File: src/rtl/score_text_writer.sv
// Score-to-text writer: saturates a binary score to 999999, converts it to six
// BCD digits by shift-and-add-3, and writes the glyphs into the text VRAM one byte at a time.
module score_text_writer #(
    parameter int CHAR_BASE  = 228,
    parameter bit LEAD_BLANK = 1'b1
) (
    input  logic        clk,
    input  logic        reset,
    input  logic [19:0] score,
    input  logic        score_valid,
    input  logic        wr_wait,
    output logic        wr_en,
    output logic [10:0] wr_addr,
    output logic [31:0] wr_data,
    output logic [3:0]  wr_be,
    output logic        busy,
    output logic        done
);

    // state    | meaning
    // IDLE     | waiting for score_valid
    // CONVERT  | 20 shift-and-add-3 steps, one input bit per cycle
    // WRITE    | one VRAM byte write per digit, most-significant first
    // FINISH   | one-cycle done pulse, then IDLE or the pending update
    typedef enum logic [1:0] {
        IDLE    = 2'd0,
        CONVERT = 2'd1,
        WRITE   = 2'd2,
        FINISH  = 2'd3
    } state_t;

    localparam logic [19:0] SCORE_MAX = 20'd999999;
    localparam logic [12:0] BASE      = 13'(CHAR_BASE);
    localparam logic [2:0]  LAST_DIG  = 3'd5;
    localparam logic [2:0]  NUM_DIG   = 3'd6;
    localparam logic [4:0]  LAST_BIT  = 5'd19;

    state_t      state;
    logic        armed;
    logic [19:0] bin_sr;
    logic [23:0] bcd;
    logic [4:0]  bit_cnt;
    logic [2:0]  digit_idx;
    logic        nonzero_seen;
    logic        pend_valid;
    logic [19:0] pend_score;

    logic [3:0]  cur_digit;
    logic [12:0] char_idx;
    logic [1:0]  lane;
    logic        blank;
    logic [7:0]  glyph;
    logic        strobe;
    logic        accepted;

    function automatic logic [19:0] saturate(input logic [19:0] s);
        return (s > SCORE_MAX) ? SCORE_MAX : s;
    endfunction

    function automatic logic [23:0] bcd_step(input logic [23:0] b, input logic in_bit);
        logic [23:0] t;
        t = b;
        for (int i = 0; i < 6; i++) begin
            if (t[4*i +: 4] >= 4'd5)
                t[4*i +: 4] = t[4*i +: 4] + 4'd3;
        end
        return {t[22:0], in_bit};
    endfunction

    always_comb begin
        cur_digit = 4'd0;
        case (digit_idx)
            3'd0:    cur_digit = bcd[23:20];
            3'd1:    cur_digit = bcd[19:16];
            3'd2:    cur_digit = bcd[15:12];
            3'd3:    cur_digit = bcd[11:8];
            3'd4:    cur_digit = bcd[7:4];
            3'd5:    cur_digit = bcd[3:0];
            default: cur_digit = 4'd0;
        endcase
    end

    assign char_idx = BASE + {10'd0, digit_idx};
    assign lane     = char_idx[1:0];
    // The units digit is always shown so a zero score still reads "0".
    assign blank    = LEAD_BLANK && !nonzero_seen && (cur_digit == 4'd0) && (digit_idx != LAST_DIG);
    assign glyph    = blank ? 8'h20 : {4'h3, cur_digit};
    assign strobe   = score_valid && armed;
    assign accepted = wr_en && !wr_wait;

    always_ff @(posedge clk or posedge reset) begin
        if (reset) begin
            state        <= IDLE;
            armed        <= 1'b0;
            bin_sr       <= 20'd0;
            bcd          <= 24'd0;
            bit_cnt      <= 5'd0;
            digit_idx    <= 3'd0;
            nonzero_seen <= 1'b0;
            pend_valid   <= 1'b0;
            pend_score   <= 20'd0;
            wr_en        <= 1'b0;
            wr_addr      <= 11'd0;
            wr_data      <= 32'd0;
            wr_be        <= 4'd0;
            busy         <= 1'b0;
            done         <= 1'b0;
        end else begin
            // Blocks a strobe coinciding with the first edge after reset release.
            armed <= 1'b1;

            case (state)
                IDLE: begin
                    done <= 1'b0;
                    if (strobe) begin
                        bin_sr  <= saturate(score);
                        bcd     <= 24'd0;
                        bit_cnt <= LAST_BIT;
                        busy    <= 1'b1;
                        state   <= CONVERT;
                    end
                end

                CONVERT: begin
                    if (strobe) begin
                        pend_valid <= 1'b1;
                        pend_score <= saturate(score);
                    end
                    bcd    <= bcd_step(bcd, bin_sr[19]);
                    bin_sr <= {bin_sr[18:0], 1'b0};
                    if (bit_cnt == 5'd0) begin
                        digit_idx    <= 3'd0;
                        nonzero_seen <= 1'b0;
                        state        <= WRITE;
                    end else begin
                        bit_cnt <= bit_cnt - 5'd1;
                    end
                end

                WRITE: begin
                    if (strobe) begin
                        pend_valid <= 1'b1;
                        pend_score <= saturate(score);
                    end
                    // digit_idx names the next digit to present; outputs hold during a stall.
                    if (!wr_en || accepted) begin
                        if (digit_idx == NUM_DIG) begin
                            wr_en <= 1'b0;
                            done  <= 1'b1;
                            state <= FINISH;
                        end else begin
                            wr_en        <= 1'b1;
                            wr_addr      <= char_idx[12:2];
                            wr_be        <= 4'b0001 << lane;
                            wr_data      <= {24'd0, glyph} << {lane, 3'b000};
                            nonzero_seen <= nonzero_seen || (cur_digit != 4'd0);
                            digit_idx    <= digit_idx + 3'd1;
                        end
                    end
                end

                FINISH: begin
                    done <= 1'b0;
                    if (strobe || pend_valid) begin
                        bin_sr     <= strobe ? saturate(score) : pend_score;
                        bcd        <= 24'd0;
                        bit_cnt    <= LAST_BIT;
                        pend_valid <= 1'b0;
                        state      <= CONVERT;
                    end else begin
                        busy  <= 1'b0;
                        state <= IDLE;
                    end
                end

                default: begin
                    wr_en <= 1'b0;
                    done  <= 1'b0;
                    busy  <= 1'b0;
                    state <= IDLE;
                end
            endcase
        end
    end

endmodule

File: config.mk
export PLATFORM = sky130hd
export DESIGN_NAME = score_text_writer
export DESIGN_NICKNAME = d
export VERILOG_FILES = /design/src/rtl/score_text_writer.sv
export SDC_FILE = /design/constraint.sdc
export NUM_CORES = 1
export LEC_CHECK = 0
export ABC_CLOCK_PERIOD_IN_PS = 3600
export CORE_UTILIZATION = 50
export DETAILED_ROUTE_END_ITERATION = 12
export PLACE_DENSITY = 0.8
export SLEW_MARGIN = 20
export SYNTH_ARGS = -nofsm -noshare
export SYNTH_HDL_FRONTEND = slang
export SYNTH_SLANG_ARGS = --single-unit
export TNS_END_PERCENT = 20
File: constraint.sdc
create_clock -name clk -period 3.6 [get_ports clk]
set_input_delay 0.72 -clock clk [delete_from_list [all_inputs] [get_ports clk]]
set_output_delay 0.72 -clock clk [all_outputs]
set_load 0.01 [all_outputs]
==> flow_summary.toml <==
[outcome]
status = "complete, no violations"

[logic_synthesis]
ys_async_sr_fraction_pct = 100
syn_area_per_cell_um2 = 9.30
yosys.cell_count.top_type = "dfrtp_1"
ys_top_cells_by_count = "dfrtp_1 (107), nand2_1 (79), o21ai_0 (68)"
yosys_register_bits = 107
synth_top_cell_by_area = "dfrtp_1"
synth_top_flop_cell = "dfrtp_1"
synth_edf_count = 0
synth_top_area_share_pct = 47.9
syn_area_mm2 = 0.00559
synth_cell_type_count = 49
synth_seq_area_share_pct = 47.9
yosys-top-cells-area = "dfrtp_1 (48%), o21ai_0 (6.1%), nand2_1 (5.3%)"
synth_cells = 601
yosysWarnings = 0

[worst_setup_path]
criticalPathCategory = "flop to flop"
cp_num_buf_inv = 1
critPathMaxFanout = 7
end_kind = "flop"
crit_chain = "inv_1, ha_1, a222oi_1, nor2_1, a221oi_1, and4_4, a22oi_1"
worstPathRequired_ns = 3.85
cpPeakStageDelay_ns = 0.61
crit_family = "compound AO/OA/AOI/OAI gates"
worstPathArrival_ns = 2.83
crit_slowest_cell = "a221oi_1"
startpoint_type = "flop"

[global_route]
grt_pass1_vias = 4420
met1_usage_pct = 29.3
grt_use_total_pct = 22.7
grtUsageMet3_pct = 4.18
antenna_found_initial = 0
grt_busiest_layer = "met2"
grt.met2_usage_pct = 37.9
grt_max_degree = 54
grt_pass1_wl_um = 20800
grt_overflow = 0

[clock_network]
cts_root_buf = "clkbuf_8"
clock_sinks = 107
cts-resized-gates = 0
postCtsSetupRepairBufs = 0
clk_pin_slew_worst_paths_ns = 0.11
cts_hold_buf = 0
ctsHtreeMaxLevel = 3
cts-buffers-inserted = 9
clkLatencyLatePin_ns = 0.39
cts_tree = "done"
clockBufferDepth = 2

[cells_and_area]
post-route-util_pct = 58.9
final_nets = 688
stdcell_count = 786
syn2layout_area_growth_pct = 14.8
drive_above_1_share_pct = 7.28
diodes = 0

[floorplan]
core_area_mm2 = 0.0109
initial_utilization_pct = 51.4
die_x_um = 108
die_h_um = 108
num_io_pins = 74
num_rows = 38
die-area_mm2 = 0.0116

[place]
gp_congestion = 0.795
dp_worst_setup_slack_ns = 0.635
port_buffers = 59
hpwl_um = 8550
dp_cells = 770

[power]
power_density_mw_per_mm2 = 720
swShare_pct = 41.2
p_int_mw = 2.72
pwr-share-clk_pct = 17.2
p_total_mw = 4.62
power_leakage_nw = 2.78
comb_power_share_pct = 44.3
seqPwrFrac_pct = 38.5
vdd_drop_max_mv = 0.511
switching_power_mw = 1.90

[timing]
final.setup.tns_ns = 0
tightestPinTransition_ns = 0.879
max_freq_ghz = 0.387
final_max_slew_viol_count = 0
rsz0062_at_grt = "false"
relSlewSlack_pct = 41.4
finalCriticalPeriod_ns = 2.58
setup_viol = 0
finalHoldViolCount = 0
period_share_pct = 71.7
clock_skew_ns = 0.00705
setup_ws_ns = 1.02

[drt]
drt_iter0_markers = 348
antenna_violating_nets_post_route = 0
routed_wl_um = 12400
wl_per_cell_um = 15.8
drc = 0
vias_per_cell = 5.86
num_vias = 4608
drt_pass1_iterations = 6

[hold_path]
min_path_type = "flop to flop"

[job]
cap_violations = 0
kinds of logic after synthesis:
group	count (synthesis)	share of synthesized area, %
flip-flops	107	47.9
other	2	0.134
AND/OR/NAND/NOR	172	13.6
XOR/XNOR	11	1.72
adder cells (fa/ha/maj)	23	5.15
buffers and inverters	85	7.45
multiplexers	13	2.66
AO/OA/AOI/OAI	188	21.4
tightest hold or removal path: stages (launching register included):
cell and delay [ns]:
dfrtp_1 0.35, nand2_1 0.05, o21ai_0 0.06
state kept, by name, summed over array words and instances, names as in the netlist:
register      count
bit_cnt           5
done              1
wr_en             1
pend_score       20
digit_idx         3
wr_addr           3
nonzero_seen      1
pend_valid        1
busy              1
bcd              24
armed             1
wr_data          24
bin_sr           20
state             2
per-layer routing:
layer,wire [um],part of all wire (%)
met1,5290,43
met2,6130,49
met3,731,5.9
met4,265,2.1
met5,0,0
area by class of cell:
cell class	instances	area [um^2]
Sequential cell	107	2680
Clock buffer	9	124
Multi-Input combinational cell	422	2550
Fill cell	932	4470
Timing Repair Buffer	70	686
Tap cell	140	175
Inverter	31	119
Clock inverter	7	83.8
cells in the final DEF (no fill, tap or decap), types with 2 or more instances in the layout:
master and count:
nand2b_1 12, a22o_1 3, a22o_2 2, mux2_2 11
nand3_1 26, and2_1 2, a22oi_1 4, inv_1 30
xnor2_1 9, a21boi_0 3, a221oi_1 20, nor3b_1 2
clkdlybuf4s50_1 59, buf_4 10, a21o_1 13, o22ai_1 22
xor2_1 2, nor3_1 6, nor2_1 35, inv_6 3
dfrtp_1 107, ha_1 23, nand2_1 79, conb_1 15
o31a_1 6, o32ai_1 2, a31oi_1 3, a222oi_1 3
clkbuf_8 9, a2111oi_0 2, o21ai_0 68, nand4_1 2
nor2b_1 2, a21oi_1 29
metrics by stage:
stage	area (um^2)	hold WS (ns)
floorplan	5640	0.445
global placement	6210	0.461
detailed placement	6210	0.470
CTS	6420	0.493
global route	6420	0.517
finish	6420	0.488
power by group through the flow:
stage	sequential [mW]	combinational, mW	clock (mW)
floorplan	1.75	1.52	0
finish	1.78	2.05	0.794
detailed placement	1.80	2.04	0
global route	1.82	2.30	0.845
CTS	1.78	2.05	0.799
global placement	1.78	1.96	0
worst paths after layout:
check	endpoint	slack (ns)	start	cells after the start
worst max-delay path	wr_data[28]	1.02	digit_idx[0]	7
worst min-delay path	wr_data[2]	0.49	wr_data[2]	2
worst max register to register	wr_data[28]	1.02	digit_idx[0]	7
worst min register to register	wr_data[2]	0.49	wr_data[2]	2
max in group asynchronous	pend_score[18]	2.09	reset	3
min in group asynchronous	pend_valid	0.78	reset	2
Power figures use the tool's default switching activity.
